File: src/rtl/quad_decoder_pkg.sv
// Quadrature pair encodings, direction codes and the single-transition decode
// shared by the encoder front end.
package quad_decoder_pkg;

  typedef enum logic [1:0] {
    QP_00 = 2'b00,
    QP_01 = 2'b01,
    QP_11 = 2'b11,
    QP_10 = 2'b10
  } quad_pair_e;

  localparam logic signed [1:0] DIR_CW   = 2'sd1;
  localparam logic signed [1:0] DIR_NONE = 2'sd0;
  localparam logic signed [1:0] DIR_CCW  = -2'sd1;

  typedef struct packed {
    logic signed [1:0] dir;
    logic              illegal;
  } quad_step_t;

  function automatic quad_pair_e next_cw(quad_pair_e p);
    case (p)
      QP_00:   return QP_01;
      QP_01:   return QP_11;
      QP_11:   return QP_10;
      default: return QP_00;
    endcase
  endfunction

  // Both bits changing lands two places round the ring: neither neighbour.
  function automatic quad_step_t quad_decode(quad_pair_e prev, quad_pair_e cur);
    quad_step_t s;
    s.dir     = DIR_NONE;
    s.illegal = 1'b0;
    if (cur != prev) begin
      if (cur == next_cw(prev))      s.dir     = DIR_CW;
      else if (prev == next_cw(cur)) s.dir     = DIR_CCW;
      else                           s.illegal = 1'b1;
    end
    return s;
  endfunction

endpackage

File: src/rtl/quad_decoder_debounce_sync.sv
// Two-flop synchroniser followed by a consecutive-sample debouncer for one
// raw encoder channel.
module debounce_sync #(
  parameter int DEBOUNCE_CYCLES = 8
) (
  input  logic clk,
  input  logic reset,
  input  logic raw_i,
  output logic level_o,
  output logic settled_o
);

  localparam logic [7:0] CNT_LAST = 8'(DEBOUNCE_CYCLES - 1);

  logic       sync1_q, sync2_q;
  logic       level_q, level_d;
  logic       prime1_q, prime2_q;
  logic [7:0] cnt_q, cnt_d;

  always_comb begin
    cnt_d   = 8'd0;
    level_d = level_q;
    if (sync2_q != level_q) begin
      if (cnt_q == CNT_LAST) level_d = sync2_q;
      else                   cnt_d   = cnt_q + 8'd1;
    end
  end

  always_ff @(posedge clk) begin
    if (reset) begin
      sync1_q  <= 1'b0;
      sync2_q  <= 1'b0;
      level_q  <= 1'b0;
      cnt_q    <= 8'd0;
      prime1_q <= 1'b0;
      prime2_q <= 1'b0;
    end else begin
      sync1_q  <= raw_i;
      sync2_q  <= sync1_q;
      level_q  <= level_d;
      cnt_q    <= cnt_d;
      prime1_q <= 1'b1;
      prime2_q <= prime1_q;
    end
  end

  assign level_o = level_q;
  // Only trust the compare once the synchroniser holds a post-reset sample.
  assign settled_o = prime2_q & (sync2_q == level_q);

endmodule

File: src/rtl/quad_decoder.sv
// Rotary encoder front end: per-channel sync/debounce, quadrature decode,
// sub-step accumulation and a wrapping 2-bit position count.
module quad_decoder
  import quad_decoder_pkg::*;
#(
  parameter int DEBOUNCE_CYCLES = 8,
  parameter int STEP_DIV        = 4
) (
  input  logic              clk,
  input  logic              reset,
  input  logic              enc_a,
  input  logic              enc_b,
  output logic signed [1:0] encoder_value,
  output logic              step_cw,
  output logic              step_ccw,
  output logic              glitch
);

  localparam logic signed [3:0] ACC_POS = 4'(STEP_DIV);
  localparam logic signed [3:0] ACC_NEG = -ACC_POS;

  logic              level_a, level_b, settled_a, settled_b;
  quad_pair_e        pair_cur, prev_q, prev_d;
  quad_step_t        dec;
  logic              armed_q, armed_d;
  logic signed [3:0] acc_q, acc_d, acc_sum;
  logic signed [1:0] value_q, value_d;
  logic              cw_q, cw_d, ccw_q, ccw_d, glitch_q, glitch_d;

  debounce_sync #(.DEBOUNCE_CYCLES(DEBOUNCE_CYCLES)) u_deb_a (
    .clk       (clk),
    .reset     (reset),
    .raw_i     (enc_a),
    .level_o   (level_a),
    .settled_o (settled_a)
  );

  debounce_sync #(.DEBOUNCE_CYCLES(DEBOUNCE_CYCLES)) u_deb_b (
    .clk       (clk),
    .reset     (reset),
    .raw_i     (enc_b),
    .level_o   (level_b),
    .settled_o (settled_b)
  );

  assign pair_cur = quad_pair_e'({level_a, level_b});

  always_comb begin
    dec      = quad_decode(prev_q, pair_cur);
    prev_d   = pair_cur;
    armed_d  = armed_q | (settled_a & settled_b);
    acc_d    = acc_q;
    value_d  = value_q;
    cw_d     = 1'b0;
    ccw_d    = 1'b0;
    glitch_d = 1'b0;
    acc_sum  = acc_q + {{2{dec.dir[1]}}, dec.dir};
    // Until armed, pair changes only realign prev_q to the settled inputs.
    if (armed_q) begin
      if (dec.illegal) begin
        glitch_d = 1'b1;
      end else if (acc_sum == ACC_POS) begin
        acc_d   = 4'sd0;
        value_d = value_q + 2'sd1;
        cw_d    = 1'b1;
      end else if (acc_sum == ACC_NEG) begin
        acc_d   = 4'sd0;
        value_d = value_q - 2'sd1;
        ccw_d   = 1'b1;
      end else begin
        acc_d = acc_sum;
      end
    end
  end

  always_ff @(posedge clk) begin
    if (reset) begin
      prev_q   <= QP_00;
      armed_q  <= 1'b0;
      acc_q    <= 4'sd0;
      value_q  <= 2'sd0;
      cw_q     <= 1'b0;
      ccw_q    <= 1'b0;
      glitch_q <= 1'b0;
    end else begin
      prev_q   <= prev_d;
      armed_q  <= armed_d;
      acc_q    <= acc_d;
      value_q  <= value_d;
      cw_q     <= cw_d;
      ccw_q    <= ccw_d;
      glitch_q <= glitch_d;
    end
  end

  assign encoder_value = value_q;
  assign step_cw       = cw_q;
  assign step_ccw      = ccw_q;
  assign glitch        = glitch_q;

endmodule

File: config.mk
export PLATFORM = sky130hd
export DESIGN_NAME = quad_decoder
export DESIGN_NICKNAME = d
export VERILOG_FILES = /design/src/rtl/quad_decoder_pkg.sv /design/src/rtl/quad_decoder_debounce_sync.sv /design/src/rtl/quad_decoder.sv
export SDC_FILE = /design/constraint.sdc
export NUM_CORES = 1
export LEC_CHECK = 0
export CELL_PAD_IN_SITES_DETAIL_PLACEMENT = 0
export CELL_PAD_IN_SITES_GLOBAL_PLACEMENT = 1
export CORE_MARGIN = 4
export CORE_UTILIZATION = 41
export CTS_CLUSTER_DIAMETER = 200
export DETAILED_ROUTE_END_ITERATION = 7
export PLACE_DENSITY_LB_ADDON = 0.3
export SLEW_MARGIN = 20
export SYNTH_ARGS = -nofsm -noshare
export SYNTH_HDL_FRONTEND = slang
export SYNTH_SLANG_ARGS = --single-unit
File: constraint.sdc
create_clock -name clk -period 2.32 [get_ports clk]
set_input_delay 0.348 -clock clk [delete_from_list [all_inputs] [get_ports clk]]
set_output_delay 0.348 -clock clk [all_outputs]
set_load 0.02 [all_outputs]
==> results.yml <==
outcome:
  status: "completed"
logic_synthesis:
  syn-instance-count: 171
  ys_warn_count: 0
  synthTopCellsByArea: "dfxtp_1, xnor2_1, xor2_1, nor2_1, ha_1"
  yosys.area_share.simple_pct: 21.8
  synth_compound_area_share_pct: 10.3
  synth.avg_cell_area_um2: 9.69
  yosysUniqueCellTypes: 40
  muxShareOfSynthArea_pct: 2.11
  netlist_area_um2: 1660
  yosysTopAreaCell: "dfxtp_1"
  async_reset_ff_share_pct: 0
  ys_seq_area_share_pct: 43.5
  synth_ff_type: "dfxtp_1"
  synth_top_family_by_area: "simple AND/OR/NAND/NOR gates"
  ys_seq_elements: 36
  synth_top_area_share_pct: 43.5
  syn-num-nets: 179
  synth_xor_area_share_pct: 15.6
  synth-adder-area-share_pct: 3.02
  synth_edf_count: 0
clock_network:
  clockBufferDepth: 2
  cts_tree: "built"
  numClockSinks: 36
  ctsHoldBuffers: 0
  cts-root-buf: "clkbuf_8"
  cts_buffers: 5
  insertion_delay_ps: 280
  clk_pin_slew_ps: 80
  htree_levels: 2
placement:
  place_hpwl_um: 2160
  gp_congestion: 0.795
  place_ws_ps: -105
  port-buffer-count: 8
  placed_cells: 233
timing:
  slew_headroom_pct: 68.3
  maxSlewViolCount: 0
  finalCriticalPeriod_ps: 2240
  fin_hold_ws_ps: 442
  rsz0062_at_grt: "yes"
  fin_ws_ps: 75.6
  finClkSkew_ps: 5.66
  timing.fmax_mhz: 446
  tightest_slew_ps: 474
  hold_violations: 0
  period_share_pct: 96.7
  setup_viol: 0
floorplan:
  die_h_um: 71.6
  start_util_pct: 44.0
  num_rows: 22
  boundaryPins: 9
  chipWidth_um: 71.6
  die-area_um2: 5130
  coreArea_um2: 3770
power_and_ir_drop:
  p_per_area_nw_per_um2: 572
  design_power_total_mw: 1.20
  leakage_nw: 0.763
  ir_worst_vdd_v: 0.000392
finish:
  area.growth.synth_to_final_pct: 26.0
  final_cell_mix: "dfxtp_1, nor2_1, buf_4"
  final_core_util_pct: 55.4
  diodes: 0
  final_common_cell: "dfxtp_1"
  drive_gt1_share_pct: 23.7
  stdcell_count: 242
  nets: 201
grt:
  grt_pass1_vias: 1171
  grt_pass1_wl_um: 5180
  grt_overflow: 0
  grt_usage_pct: 12.7
  antenna_found_initial: 0
  grt_max_degree: 23
detailed_routing:
  ant_nets: 0
  dr.pass1.iters: 5
  drtIter0Drc: 73
  drt-total-wl_um: 3000
  drc: 0
  wire_per_inst_um: 12.4
  vias: 1191
  post_drt_via_cell_ratio: 4.92
critical_path:
  cpMostUsedCell: "a21oi_2"
  critPathLaunchType: "flip-flop"
  end_kind: "flip-flop"
  cp_slowest_cell: "dfxtp_4"
  path_max_fanout: 5
  crit_family: "compound AO/OA/AOI/OAI gates"
  cp.arrival_ps: 2420
  crit_chain: "buf_4 -> xnor2_4 -> nor2_4 -> ha_4 -> a31oi_1 -> a21oi_2 -> or3_1 -> a21oi_2 -> mux2_4"
  crit_type: "reg -> reg"
  path_buf_inv: 1
  required_ps: 2500
  critPathMaxStageDelay_ps: 370
flow_run:
  maxCapViolCount: 0
worst_hold_path:
  hold_path.class: "reg -> reg"
-- sequential cells by signal (all words and copies together), names as in the netlist, 2 cells and up --
register and count:
acc_q 4, u_deb_a.cnt_q 8, prev_q 2, u_deb_b.cnt_q 8
encoder_value 2
-- final cells by class --
class | instances | area [µm²]
Multi-Input combinational cell | 124 | 970
Timing Repair Buffer | 22 | 198
Inverter | 4 | 15.0
Clock buffer | 5 | 68.8
Clock inverter | 3 | 42.5
Fill cell | 324 | 1680
Tap cell | 48 | 60.1
Sequential cell | 36 | 736
-- final timing paths --
| path | cells past startpoint | slack, ps | startpoint | to |
|---|---|---|---|---|
| worst min-delay path | 1 | 440 | u_deb_b.prime1_q | u_deb_b.prime2_q |
| worst max-delay path | 9 | 80 | prev_q[0] | encoder_value[1] |
| worst min register to register | 1 | 440 | u_deb_b.prime1_q | u_deb_b.prime2_q |
| worst max register to register | 9 | 80 | prev_q[0] | encoder_value[1] |
-- worst reg2reg max path, delay by kind of cell (launching register included) --
kind	cells	cell delay, ps
adder cells (fa/ha/maj)	1	260
AND/OR/NAND/NOR	2	410
AO/OA/AOI/OAI	3	450
flip-flops	1	370
XOR/XNOR	1	200
buffers and inverters	1	160
multiplexers	1	310
-- kinds of logic after synthesis --
| group | after synthesis |
|---|---|
| mux | 3 |
| buf+inv | 11 |
| simple gates | 70 |
| compound gates | 20 |
| xor+xnor | 27 |
| fa+ha+maj | 4 |
| flops | 36 |
-- cell usage after synthesis, types with 3 or more instances --
| cell | n |
|---|---|
| o21ai_0 | 5 |
| inv_1 | 4 |
| a21oi_1 | 4 |
| nand4_1 | 3 |
| xor2_1 | 12 |
| nor2b_1 | 8 |
| ha_1 | 4 |
| nor3_1 | 6 |
| nand2_1 | 6 |
| dfxtp_1 | 36 |
| nand3_1 | 9 |
| and3_1 | 5 |
| nor2_1 | 23 |
| xnor2_1 | 12 |
-- layer usage --
layer / GRT usage, % / up-vias / routed length, µm
li1: - / 620 / -
met1: 16.6 / 549 / 1440
met2: 19.0 / 16 / 1440
met3: 4.77 / 6 / 91
met4: 5.01 / 0 / 36
met5: 0 / - / 0
-- through the flow --
| stage | cell area, µm² | TNS (ps) |
|---|---|---|
| 5_1_grt | 2090 | -37.0 |
| 2_1_floorplan | 1680 | 0 |
| 4_1_cts | 2000 | 0 |
| 3_5_place_dp | 1870 | -105 |
| 6_report | 2090 | 0 |
| 3_3_place_gp | 1870 | 0 |
-- power by group --
part / internal [mW] / leakage (nW) / switching (mW)
registers: 0.620 / 0.295 / 0.00319
clock network: 0.318 / 0.0541 / 0.224
logic: 0.0144 / 0.414 / 0.0167
-- what timing repair did --
| action | 4_1_cts | 5_1_grt |
|---|---|---|
| endpoints found under the setup margin | 1 | 3 |
| cloned | 0 | 0 |
| gates resized for setup | 7 | 11 |
| setup buffers | 0 | 1 |
| pin swaps | 5 | 4 |
Power figures use the tool's default switching activity.
